`config.mk`:
```
export PLATFORM = sky130hd
export DESIGN_NAME = rv_load_store_unit
export DESIGN_NICKNAME = d
export VERILOG_FILES = /design/src/rtl/rv_load_store_unit_pkg.sv /design/src/rtl/rv_lsu_store_align.sv /design/src/rtl/rv_load_store_unit.sv
export SDC_FILE = /design/constraint.sdc
export NUM_CORES = 1
export LEC_CHECK = 0
export CAP_MARGIN = 20
export CORE_AREA = 3 3 116 118
export DETAILED_ROUTE_END_ITERATION = 12
export DIE_AREA = 0 0 119 121
export PLACE_DENSITY = 0.82
export SLEW_MARGIN = 20
export SYNTH_ARGS = -nofsm -noshare
export SYNTH_HDL_FRONTEND = slang
export SYNTH_SLANG_ARGS = --single-unit
```
`constraint.sdc`:
```
create_clock -name clk_i -period 4.7 [get_ports clk_i]
set_clock_uncertainty 0.05 [all_clocks]
set_input_delay 0.94 -clock clk_i [delete_from_list [all_inputs] [get_ports clk_i]]
set_output_delay 0.94 -clock clk_i [all_outputs]
set_load 0.02 [all_outputs]
```
`src/rtl/rv_load_store_unit_pkg.sv`:
```
// Shared load/store definitions: LDST function codes (also used by writeback),
// LSU FSM state encoding, default bus timeout and an access-size helper.
package rv_load_store_unit_pkg;

  localparam logic [2:0] LDST_B  = 3'b000;
  localparam logic [2:0] LDST_H  = 3'b001;
  localparam logic [2:0] LDST_L  = 3'b010;
  localparam logic [2:0] LDST_BU = 3'b100;
  localparam logic [2:0] LDST_HU = 3'b101;

  localparam int unsigned LSU_TIMEOUT_DEFAULT = 255;

  typedef enum logic [1:0] {
    LSU_IDLE = 2'd0,
    LSU_BUSY = 2'd1,
    LSU_DONE = 2'd2
  } lsu_state_e;

  typedef enum logic [1:0] {
    SZ_BYTE = 2'd0,
    SZ_HALF = 2'd1,
    SZ_WORD = 2'd2
  } ldst_size_e;

  // Unknown function codes are treated as full-word accesses.
  function automatic ldst_size_e ldst_size(input logic [2:0] fun);
    ldst_size_e sz;
    case (fun)
      LDST_B, LDST_BU: sz = SZ_BYTE;
      LDST_H, LDST_HU: sz = SZ_HALF;
      default:         sz = SZ_WORD;
    endcase
    return sz;
  endfunction

endpackage

```
`src/rtl/rv_lsu_store_align.sv`:
```
// Combinational store lane steering: replicates store data across byte lanes,
// builds byte enables and flags accesses that are not naturally aligned.
module rv_lsu_store_align
  import rv_load_store_unit_pkg::*;
(
  input  logic        is_store_i,
  input  logic [2:0]  fun_i,
  input  logic [1:0]  addr_lo_i,
  input  logic [31:0] data_i,
  output logic [31:0] data_o,
  output logic [3:0]  sel_o,
  output logic        misaligned_o
);

  always_comb begin
    data_o       = is_store_i ? data_i : '0;
    sel_o        = 4'b1111;
    misaligned_o = 1'b0;
    case (ldst_size(fun_i))
      SZ_BYTE: begin
        if (is_store_i) begin
          sel_o  = 4'b0001 << addr_lo_i;
          data_o = {4{data_i[7:0]}};
        end
      end
      SZ_HALF: begin
        misaligned_o = addr_lo_i[0];
        if (is_store_i) begin
          sel_o  = addr_lo_i[1] ? 4'b1100 : 4'b0011;
          data_o = {2{data_i[15:0]}};
        end
      end
      default: misaligned_o = |addr_lo_i;
    endcase
  end

endmodule

```
`src/rtl/rv_load_store_unit.sv`:
```
// Data-memory access stage: single-outstanding bus master with timeout abort.
// Define URV_LSU_MISALIGN_TRAP_EN to complete misaligned H/HU/L accesses without a bus cycle.
module rv_load_store_unit
  import rv_load_store_unit_pkg::*;
#(
  parameter int unsigned g_timeout = LSU_TIMEOUT_DEFAULT
) (
  input  logic        clk_i,
  input  logic        rst_n_i,
  input  logic        w_stall_i,
  input  logic        x_load_i,
  input  logic        x_store_i,
  input  logic [2:0]  x_fun_i,
  input  logic [31:0] x_dm_addr_i,
  input  logic [31:0] x_dm_store_value_i,
  output logic [31:0] dm_addr_o,
  output logic [31:0] dm_data_s_o,
  output logic [3:0]  dm_data_select_o,
  output logic        dm_load_o,
  output logic        dm_store_o,
  input  logic        dm_ready_i,
  input  logic [31:0] dm_data_l_i,
  output logic [31:0] wb_data_l_o,
  output logic        wb_load_done_o,
  output logic        wb_store_done_o,
  output logic        bus_err_o,
  output logic        misaligned_o
);

`ifdef URV_LSU_MISALIGN_TRAP_EN
  localparam bit TrapEn = 1'b1;
`else
  localparam bit TrapEn = 1'b0;
`endif

  lsu_state_e  state_q, state_d;
  logic [31:0] cnt_q, cnt_d;
  logic [31:0] addr_q, addr_d;
  logic [31:0] data_s_q, data_s_d;
  logic [3:0]  sel_q, sel_d;
  logic [31:0] wb_data_q, wb_data_d;
  logic        ld_q, ld_d, st_q, st_d;
  logic        ld_done_q, ld_done_d, st_done_q, st_done_d;
  logic        err_q, err_d, mis_q, mis_d;

  logic        is_load;
  logic [31:0] al_data;
  logic [3:0]  al_sel;
  logic        al_mis;
  logic        trap;
  logic        timeout_hit;

  // Load has priority when execute raises both requests.
  assign is_load = x_load_i;

  rv_lsu_store_align u_align (
    .is_store_i   (!is_load),
    .fun_i        (x_fun_i),
    .addr_lo_i    (x_dm_addr_i[1:0]),
    .data_i       (x_dm_store_value_i),
    .data_o       (al_data),
    .sel_o        (al_sel),
    .misaligned_o (al_mis)
  );

  assign trap        = TrapEn & al_mis;
  assign timeout_hit = (g_timeout != 0) && (cnt_q == g_timeout - 1);

  always_comb begin
    state_d   = state_q;
    cnt_d     = cnt_q;
    addr_d    = addr_q;
    data_s_d  = data_s_q;
    sel_d     = sel_q;
    wb_data_d = wb_data_q;
    ld_d      = ld_q;
    st_d      = st_q;
    ld_done_d = ld_done_q;
    st_done_d = st_done_q;
    err_d     = err_q;
    mis_d     = mis_q;
    case (state_q)
      LSU_IDLE: begin
        if (x_load_i | x_store_i) begin
          addr_d   = {x_dm_addr_i[31:2], 2'b00};
          data_s_d = al_data;
          sel_d    = al_sel;
          cnt_d    = '0;
          if (trap) begin
            state_d   = LSU_DONE;
            ld_done_d = is_load;
            st_done_d = !is_load;
            mis_d     = 1'b1;
            err_d     = 1'b0;
            wb_data_d = '0;
          end else begin
            state_d = LSU_BUSY;
            ld_d    = is_load;
            st_d    = !is_load;
          end
        end
      end
      LSU_BUSY: begin
        if (dm_ready_i || timeout_hit) begin
          state_d   = LSU_DONE;
          ld_d      = 1'b0;
          st_d      = 1'b0;
          ld_done_d = ld_q;
          st_done_d = st_q;
          // A ready arriving on the timeout cycle still completes normally.
          if (dm_ready_i) begin
            if (ld_q) wb_data_d = dm_data_l_i;
          end else begin
            err_d     = 1'b1;
            wb_data_d = '0;
          end
        end else begin
          cnt_d = cnt_q + 32'd1;
        end
      end
      LSU_DONE: begin
        if (!w_stall_i) begin
          state_d   = LSU_IDLE;
          ld_done_d = 1'b0;
          st_done_d = 1'b0;
          err_d     = 1'b0;
          mis_d     = 1'b0;
        end
      end
      default: state_d = LSU_IDLE;
    endcase
  end

  always_ff @(posedge clk_i or negedge rst_n_i) begin
    if (!rst_n_i) begin
      state_q   <= LSU_IDLE;
      cnt_q     <= '0;
      addr_q    <= '0;
      data_s_q  <= '0;
      sel_q     <= '0;
      wb_data_q <= '0;
      ld_q      <= 1'b0;
      st_q      <= 1'b0;
      ld_done_q <= 1'b0;
      st_done_q <= 1'b0;
      err_q     <= 1'b0;
      mis_q     <= 1'b0;
    end else begin
      state_q   <= state_d;
      cnt_q     <= cnt_d;
      addr_q    <= addr_d;
      data_s_q  <= data_s_d;
      sel_q     <= sel_d;
      wb_data_q <= wb_data_d;
      ld_q      <= ld_d;
      st_q      <= st_d;
      ld_done_q <= ld_done_d;
      st_done_q <= st_done_d;
      err_q     <= err_d;
      mis_q     <= mis_d;
    end
  end

  assign dm_addr_o        = addr_q;
  assign dm_data_s_o      = data_s_q;
  assign dm_data_select_o = sel_q;
  assign dm_load_o        = ld_q;
  assign dm_store_o       = st_q;
  assign wb_data_l_o      = wb_data_q;
  assign wb_load_done_o   = ld_done_q;
  assign wb_store_done_o  = st_done_q;
  assign bus_err_o        = err_q;
  assign misaligned_o     = mis_q;

endmodule

```
Word-level counts from Yosys, hierarchy flattened
Index checks and enable logic that the tools add are counted.

Bits in registers: 137. Output and inout bits: 106. Logic and storage cells: 74. Bits of input ports: 105.

Mux-type cells: 31. Add/subtract/negate cells: 1. Eq/ne operators: 13. Reduce and logical (&&, ||, !) cells: 16. Shift operators: 1. Bitwise logic cells: 1.

Operators by type and width (count): 32-bit two-way mux (7); 32-bit case mux with 2 select lines (2); 32-bit by 1-bit adder with 32-bit output (second input constant) (1); 32-bit by 8-bit equality test with 1-bit output (second input constant) (1); 3-bit AND reduction (5); 4-bit two-way mux (3); 2-bit != test (second input constant) (5); 1-bit case mux with 2 select lines (5); 1-bit two-way mux (8); 4-bit case mux with 2 select lines (1); 3-bit equality test (second input constant) (2); 2-bit two-way mux (3); 2-bit case mux with 3 select lines (1); 2-bit by 1-bit equality test with 1-bit output (second input constant) (2); 2-bit zero test (2); 2-bit case mux with 2 select lines (1); 4-bit AND reduction (1); 2-bit nonzero test (2); 2-bit OR reduction (2); 1-bit by 2-bit left shift with 4-bit output (first input constant) (1); 3-bit by 1-bit equality test with 1-bit output (second input constant) (1); 3-bit zero test (1); 2-bit equality test (second input constant) (1); 2-bit by 1-bit != test with 1-bit output (second input constant) (1); other kinds (4) (4).

Longest topological paths before layout
Gate-level depths: netlist of the first run.

Word-level depth: 5. Gate-level depth with buffers: 9. Gate-level depth less buffers: 7.

By module
A second synthesis of the first run with hierarchy kept.

Cells, all modules: 681. Area total of the unflattened synthesis: 6358.6 µm².

Modules (own cells, without submodules): rv_load_store_unit (area each 5733.0 µm², seq. area each 3428.3 µm², times used 1, cells each 588); rv_lsu_store_align (area each 625.6 µm², seq. area each 0.0 µm², times used 1, cells each 93).

Worst setup path before layout of the first run
Ideal clock, no wire load.

Path type: in2reg. Start: input port x_fun_i[1]. End: register data_s_q[29] (netlist: dm_data_s_o[29]). Arrival: 2012 ps. Required time: 4514 ps. Path buffers: 2. Stages: 6. Setup slack: 2502 ps. Library setup time: 136 ps. Cell sequence: clkbuf_1 or2_2 clkbuf_1 nor2_1 a21oi_1 o21ai_0.

Word-level cells in the longest chain between the ends: 5. Elaborated cells between the ends (all ways): 10. Classes of those cells: eq/ne: 4; mux: 2; reduce/logical: 4.

Ends and longest elaborated chain: start: declaration (RTL line rv_load_store_unit.sv:13) `input logic [2:0] x_fun_i,`; 3-bit by 1-bit equality test with 1-bit output (tied with other cells) (RTL line rv_load_store_unit_pkg.sv:28) `case (fun)`; 2-bit OR reduction (RTL line rv_load_store_unit_pkg.sv:28); 2-bit case mux with 2 select lines (*) (RTL line rv_load_store_unit_pkg.sv:28); 2-bit by 1-bit equality test with 1-bit output or 2-bit zero test (tied branches) (RTL line rv_lsu_store_align.sv:19) `case (ldst_size(fun_i))`; 32-bit case mux with 2 select lines (*) (RTL line rv_lsu_store_align.sv:19); end signal: assignment (RTL line rv_load_store_unit.sv:152) `data_s_q <= data_s_d;`; end: declaration (RTL line rv_load_store_unit.sv:39) `logic [31:0] data_s_q, data_s_d;`.

Every way passes the cells marked *; elsewhere a longest branch is shown, timed or not. A chain may end at the register's enable or synchronous reset.

Final worst setup path of the first run
Start: input port x_load_i. End: register sel_q[3] (netlist: dm_data_select_o[3]).

Word-level cells in the longest chain between the ends: 2. Elaborated cells between the ends (all ways): 5. Classes of those cells: mux: 3; bitwise: 1; reduce/logical: 1.

Ends and longest elaborated chain: start: declaration (RTL line rv_load_store_unit.sv:11) `input logic x_load_i,`; 4-bit two-way mux (tied with other cells) (RTL line rv_lsu_store_align.sv:28) `if (is_store_i) begin`; 4-bit case mux with 2 select lines or 2-bit AND reduction (tied branches); end signal: assignment (RTL line rv_load_store_unit.sv:153) `sel_q <= sel_d;`; end: declaration (RTL line rv_load_store_unit.sv:40) `logic [3:0] sel_q, sel_d;`.

Parallel ways exist; a longest one is shown, timed or not.

==> impl_metrics.ini, run 1 <==
[sta]
hold_violations = 0
max_slew_margin_pct = 29.23
post-route-period-util_pct = 64.24
period_needed_ns = 3.019
maxSlewViolCount = 0
max_freq_ghz = 0.3312
rsz0062_at_grt = false
worst_pin_slew_ns = 1.059
setup_violations = 0
setup_tns_ns = 0

[placed_design]
io_buffer_count = 206
gp_congestion = 0.7834
place_hpwl_um = 11610
placed_area_mm2 = 0.008229

[final_layout]
fin_area_mm2 = 0.008801
nFillCells = 918
syn2layout_area_growth_pct = 45.30
diodes = 0
nets = 906
drive_above_1_share_pct = 6.543

[route]
drc = 0
dr_wl_met3_um = 1411
ant_nets = 0
drtPass1Iterations = 4
viasPerCell = 5.477
met2WireLength_um = 8640
via_count = 5378
wirelength_um = 16960
wl_per_cell_um = 17.27
top_layer_used = met4
wl_met1_um = 6583
drt_iter0_markers = 297

[synth]
ys_warn_count = 0
synthTopCellsByCount = nand2_1 (153), dfrtp_1 (137), a21oi_1 (33)
synth_fa_ha_area_share_pct = 0.4131
synth_area_leader_cell = dfrtp_1
synth_top_family_by_area = simple AND/OR/NAND/NOR gates
synth.top_cell.area_share_pct = 56.60
synth_mux_area_share_pct = 3.512
synth-seq-cells = 137
yosys.area_share.simple_pct = 20.49
synth_compound_area_share_pct = 15.31
syn_area_mm2 = 0.006057
ys_seq_area_share_pct = 56.60
synth.most_common_cell = nand2_1
synth_area_leaders = dfrtp_1 (57%), nand2_1 (9.5%), a22o_1 (4.6%)
ys.flop_type = dfrtp_1
synth-edff-count = 0
synthDistinctLibCells = 49
postSynth.asyncResetShare_pct = 100.0
netlist_instances = 605
syn_area_per_cell_um2 = 10.01
synth-xor-area-share_pct = 0.4338

[worst_setup_path]
crit_type = in2reg
worstPathCellList = clkdlybuf4s50_1 > o21a_2 > buf_4 > nor2_1 > a31oi_1
slowest_stage = clkdlybuf4s50_1
arrival_ns = 3.31
crit_buf_inv = 2
max_stage_delay_ns = 1.01
cp_top_family = buffers and inverters
r2r_setup_slack_ns = 1.93
critPathLaunchType = input pin
cp.required_ns = 4.99
crit_fanout = 41
crit_path_end_kind = flop

[global_routing]
grt_antenna_before_repair = 0
grt_pass1_wl_um = 27600
grt_pass1_vias = 5565
grt_max_degree = 108
grt-ovfl-total = 0
grt.total_usage_pct = 23.89

[floorplan]
io_pins = 211
die_w_um = 119
die_height_um = 121
dieArea_mm2 = 0.01440
initial_utilization_pct = 48.19
fp-row-count = 41
coreArea_mm2 = 0.01257

[clock_tree]
insertion_delay_ns = 0.42
cts_buffer_depth = 2
numCtsBuffers = 17
postCtsHoldBufs = 0
post_cts_resize_count = 0
cts_setup_buffers = 0
cts_tree = done
root_buffer = clkbuf_16
clkTransAtPathRegs_ns = 0.06
cts.sinks = 137
htreeDepth = 4

[worst_hold_path]
hp-class = reg2reg

[run_status]
outcome = complete, no violations

[power]
power.density_mw_per_mm2 = 605.2
leakagePower_nw = 3.873
vdd_drop_max_mv = 0.3460

[run]
cap_violations = 0
[layout by cell type (no fill, tap or decap), types with 3 or more instances in the layout]
master and instances:
a21oi_1 33, a22o_1 32, a31oi_1 4, buf_4 6
clkbuf_16 17, clkdlybuf4s50_1 205, clkinv_2 3, clkinvlp_4 3
conb_1 3, dfrtp_1 137, inv_1 5, mux2i_1 19
nand2_1 153, nand2b_1 3, nand3_1 12, nand3b_1 8
nand4_1 9, nor2_1 26, nor2b_1 4, nor3_1 6
nor4_1 7, o211ai_1 5, o21a_1 3, o21ai_0 26
o31ai_1 23, or3_1 4, or4_1 12, xor2_1 3
[flip-flops by register name, indices dropped and copies added (netlist names)]
| signal | count |
|---|---|
| wb_store_done_o | 1 |
| dm_load_o | 1 |
| wb_data_l_o | 32 |
| dm_addr_o | 30 |
| state_q | 2 |
| dm_store_o | 1 |
| dm_data_s_o | 32 |
| bus_err_o | 1 |
| wb_load_done_o | 1 |
| dm_data_select_o | 4 |
| cnt_q | 32 |
[final timing paths]
path | startpoint | endpoint | depth (start not counted)
worst min-delay path | dm_addr_o[4] | dm_addr_o[4] | 2
worst min register to register | dm_addr_o[4] | dm_addr_o[4] | 2
min in group asynchronous | rst_n_i | cnt_q[23] | 1
max in group asynchronous | rst_n_i | wb_data_l_o[24] | 2
worst max register to register | cnt_q[21] | wb_data_l_o[1] | 5
worst max-delay path | x_load_i | dm_data_select_o[3] | 5
[cells by family (layout without fill, tap and decap cells)]
kind of cell	after synthesis	count (layout)
and+or+nand+nor	260	260
AOI/OAI and AO/OA	137	137
DFF	137	137
adders and majority gates	2	2
xor gates and xnor gates	3	3
other	1	3
buffers and inverters	44	247
muxes	21	21
[stage by stage]
stage,std cells,setup slack [ns],hold slack (ns),total power [mW],utilization [%]
4_1_cts,982,1.696,0.4259,5.371,69.99
6_report,982,1.681,0.4226,5.326,70.02
2_1_floorplan,607,2.502,0.3993,2.932,-
3_3_place_gp,952,1.333,0.4007,3.971,65.48
3_5_place_dp,952,1.288,0.4093,4.037,65.48
5_1_grt,982,1.512,0.4340,5.607,70.02
[final cells by class]
cell class,instances,area (um2),area share [%]
sequential,137,3428,38.95
multi-input combinational,426,2464,27.99
timing repair buffer,212,2108,23.96
clock buffer,19,442.9,5.033
tap,172,215.2,2.445
clock inverter,11,123.9,1.407
inverter,5,18.77,0.2132
[layer usage]
metal  up-vias  track usage, %
met2       182           40.80
met5         -               0
met3        28           9.510
met4         0           8.545
li1       2522               -
met1      2646           27.18
[worst reg2reg max path: stages (launching register included)]
cell and delay [ns]:
dfrtp_1 0.45, nor4_1 0.31, nand4_1 0.36, o41ai_2 0.40
nand2_1 0.64, a22o_1 0.44
[power by group]
group	switching (mW)	total (mW)	internal (mW)
clock network	0.501	1.29	0.788
logic	1.23	2.22	0.993
registers	0.241	1.82	1.58
Power figures use the tool's default switching activity.
==> run 2: changes to the inputs <==
--- a/config.mk
+++ b/config.mk
@@ -6,10 +6,10 @@
 export NUM_CORES = 1
 export LEC_CHECK = 0
 export CAP_MARGIN = 20
-export CORE_AREA = 3 3 116 118
+export CORE_AREA = 3 3 126 128
 export DETAILED_ROUTE_END_ITERATION = 12
-export DIE_AREA = 0 0 119 121
-export PLACE_DENSITY = 0.82
+export DIE_AREA = 0 0 129 131
+export PLACE_DENSITY = 0.74
 export SLEW_MARGIN = 20
 export SYNTH_ARGS = -nofsm -noshare
 export SYNTH_HDL_FRONTEND = slang
==> constraint.sdc (replaced) <==
create_clock -name clk_i -period 2.65 [get_ports clk_i]
set_clock_uncertainty 0.05 [all_clocks]
set_input_delay 0.53 -clock clk_i [delete_from_list [all_inputs] [get_ports clk_i]]
set_output_delay 0.53 -clock clk_i [all_outputs]
set_load 0.02 [all_outputs]
==> run 2 against run 1 <==
Net effect:
- non-clock buffer count increased by 13
- wire length increased by 1.8%
- critical path depth increased by 3
- sequential cell count unchanged
- worst hold slack worse by 0.34 ns
- via count grew 0.69%
- cell area is 3.0% higher
==> impl_metrics.ini, run 2 (same netlist as run 1, synthesis figures left out) <==
[clock_tree]
cts_buffer_depth = 2
cts.sinks = 137
post_cts_resize_count = 0
postCtsHoldBufs = 0
htreeDepth = 4
cts_setup_buffers = 0
root_buffer = clkbuf_16
numCtsBuffers = 17
insertion_delay_ns = 0.42
cts_tree = done
clkTransAtPathRegs_ns = 0.06

[power]
power_mw = 9.908
leakagePower_nw = 4.001
vdd_drop_max_mv = 0.6869
power.density_mw_per_mm2 = 1093

[route]
ant_nets = 0
drt_iter0_markers = 455
drc = 0
drtPass1Iterations = 4
viasPerCell = 5.346
wl_per_cell_um = 17.04
wirelength_um = 17260
via_count = 5415

[final_layout]
syn2layout_area_growth_pct = 49.60
layout.cells.most_common_list = clkdlybuf4s50_1 (205), nand2_1 (153), dfrtp_1 (137)
final_common_cell = clkdlybuf4s50_1
nets = 919
diodes = 0
fin_area_mm2 = 0.009061
drive_above_1_share_pct = 8.364

[worst_setup_path]
cp.required_ns = 2.94
crit_fanout = 13
arrival_ns = 2.71
crit_type = reg2reg
crit_path_end_kind = flop
critPathLaunchType = flop

[global_routing]
grt-ovfl-total = 0
grt_pass1_wl_um = 27230
grt_max_degree = 74
grt_antenna_before_repair = 0
grt.total_usage_pct = 20.39
grt_pass1_vias = 5425

[floorplan]
coreArea_mm2 = 0.01498
dieArea_mm2 = 0.01690
die_height_um = 131
io_pins = 211
initial_utilization_pct = 40.44
die_w_um = 129
fp-row-count = 45

[sta]
max_slew_margin_pct = 26.49
max_freq_ghz = 0.4128
post-route-period-util_pct = 91.41
period_needed_ns = 2.422
hold_violations = 0
rsz0062_at_grt = false
setup_violations = 0
setup_tns_ns = 0
maxSlewViolCount = 0
worst_pin_slew_ns = 1.100

[run_status]
outcome = complete, no violations

[placed_design]
placed_area_mm2 = 0.008397
gp_congestion = 0.8654
place_hpwl_um = 12240
io_buffer_count = 206

[run]
cap_violations = 0

[worst_hold_path]
hp-class = in2async
## run 2: cell count changes in the layout (fill, tap and decap cells not counted), moves of 2 or more
cell / delta
buf_4: +9
buf_12: +4
clkinv_4: +4
bufinv_16: +3
clkinv_2: -3
clkinvlp_4: -2
## run 2: stage by stage
stage | worst slack (ns) | std cells | hold slack, ns | utilization [%]
5_1_grt | 0.06123 | 1013 | 0.1285 | 60.50
6_report | 0.2276 | 1013 | 0.08209 | 60.50
4_1_cts | 0.2248 | 1013 | 0.1085 | 60.50
3_5_place_dp | 0.1779 | 981 | 0.4105 | 56.07
2_1_floorplan | 0.6235 | 607 | 0.1844 | -
3_3_place_gp | 0.2592 | 981 | 0.4061 | 56.07
## run 2: final timing paths
kind,from,endpoint,slack [ns],depth (start not counted)
min reg2reg,dm_data_s_o[5],dm_data_s_o[5],0.43,2
max in group asynchronous,rst_n_i,wb_data_l_o[6],1.76,2
min,rst_n_i,cnt_q[30],0.08,1
max,cnt_q[0],cnt_q[12],0.23,8
max reg2reg,cnt_q[0],cnt_q[12],0.23,8
min in group clk_i,dm_data_s_o[5],dm_data_s_o[5],0.43,2
## run 2: final cells by class
type,count,area (um2)
well taps,188,235.2
clock buffers,17,425.4
clock inverters,15,239.0
multi-input cells,426,2459
repair buffers,225,2256
fillers,1209,5916
inverters,5,18.77
flip-flops and latches,137,3428
## run 2: per-layer routing
| layer | track usage [%] | vias to the layer above | wire length, um | share of wire, % |
|---|---|---|---|---|
| met4 | 7.474 | 0 | 253 | 1.5 |
| li1 | - | 2551 | - | - |
| met5 | 0 | - | 0 | 0 |
| met1 | 24.46 | 2666 | 6829 | 40 |
| met3 | 7.358 | 21 | 1316 | 7.6 |
| met2 | 33.90 | 177 | 8857 | 51 |
## run 2: worst max-delay path, cell delays in order (launching register included)
cell and delay [ns]:
dfrtp_1 0.44, inv_1 0.08, ha_1 0.15, nor4b_1 0.38, nand4_1 0.23, o21ai_2 0.50
buf_4 0.25, o21ai_0 0.11, a21oi_1 0.15
## run 2: report_power, final
part / total, mW / switching (mW) / leakage, nW / internal [mW]
clock: 2.66 / 0.965 / 0.321 / 1.69
sequential: 3.22 / 0.426 / 1.77 / 2.79
combinational: 4.03 / 2.18 / 1.92 / 1.85
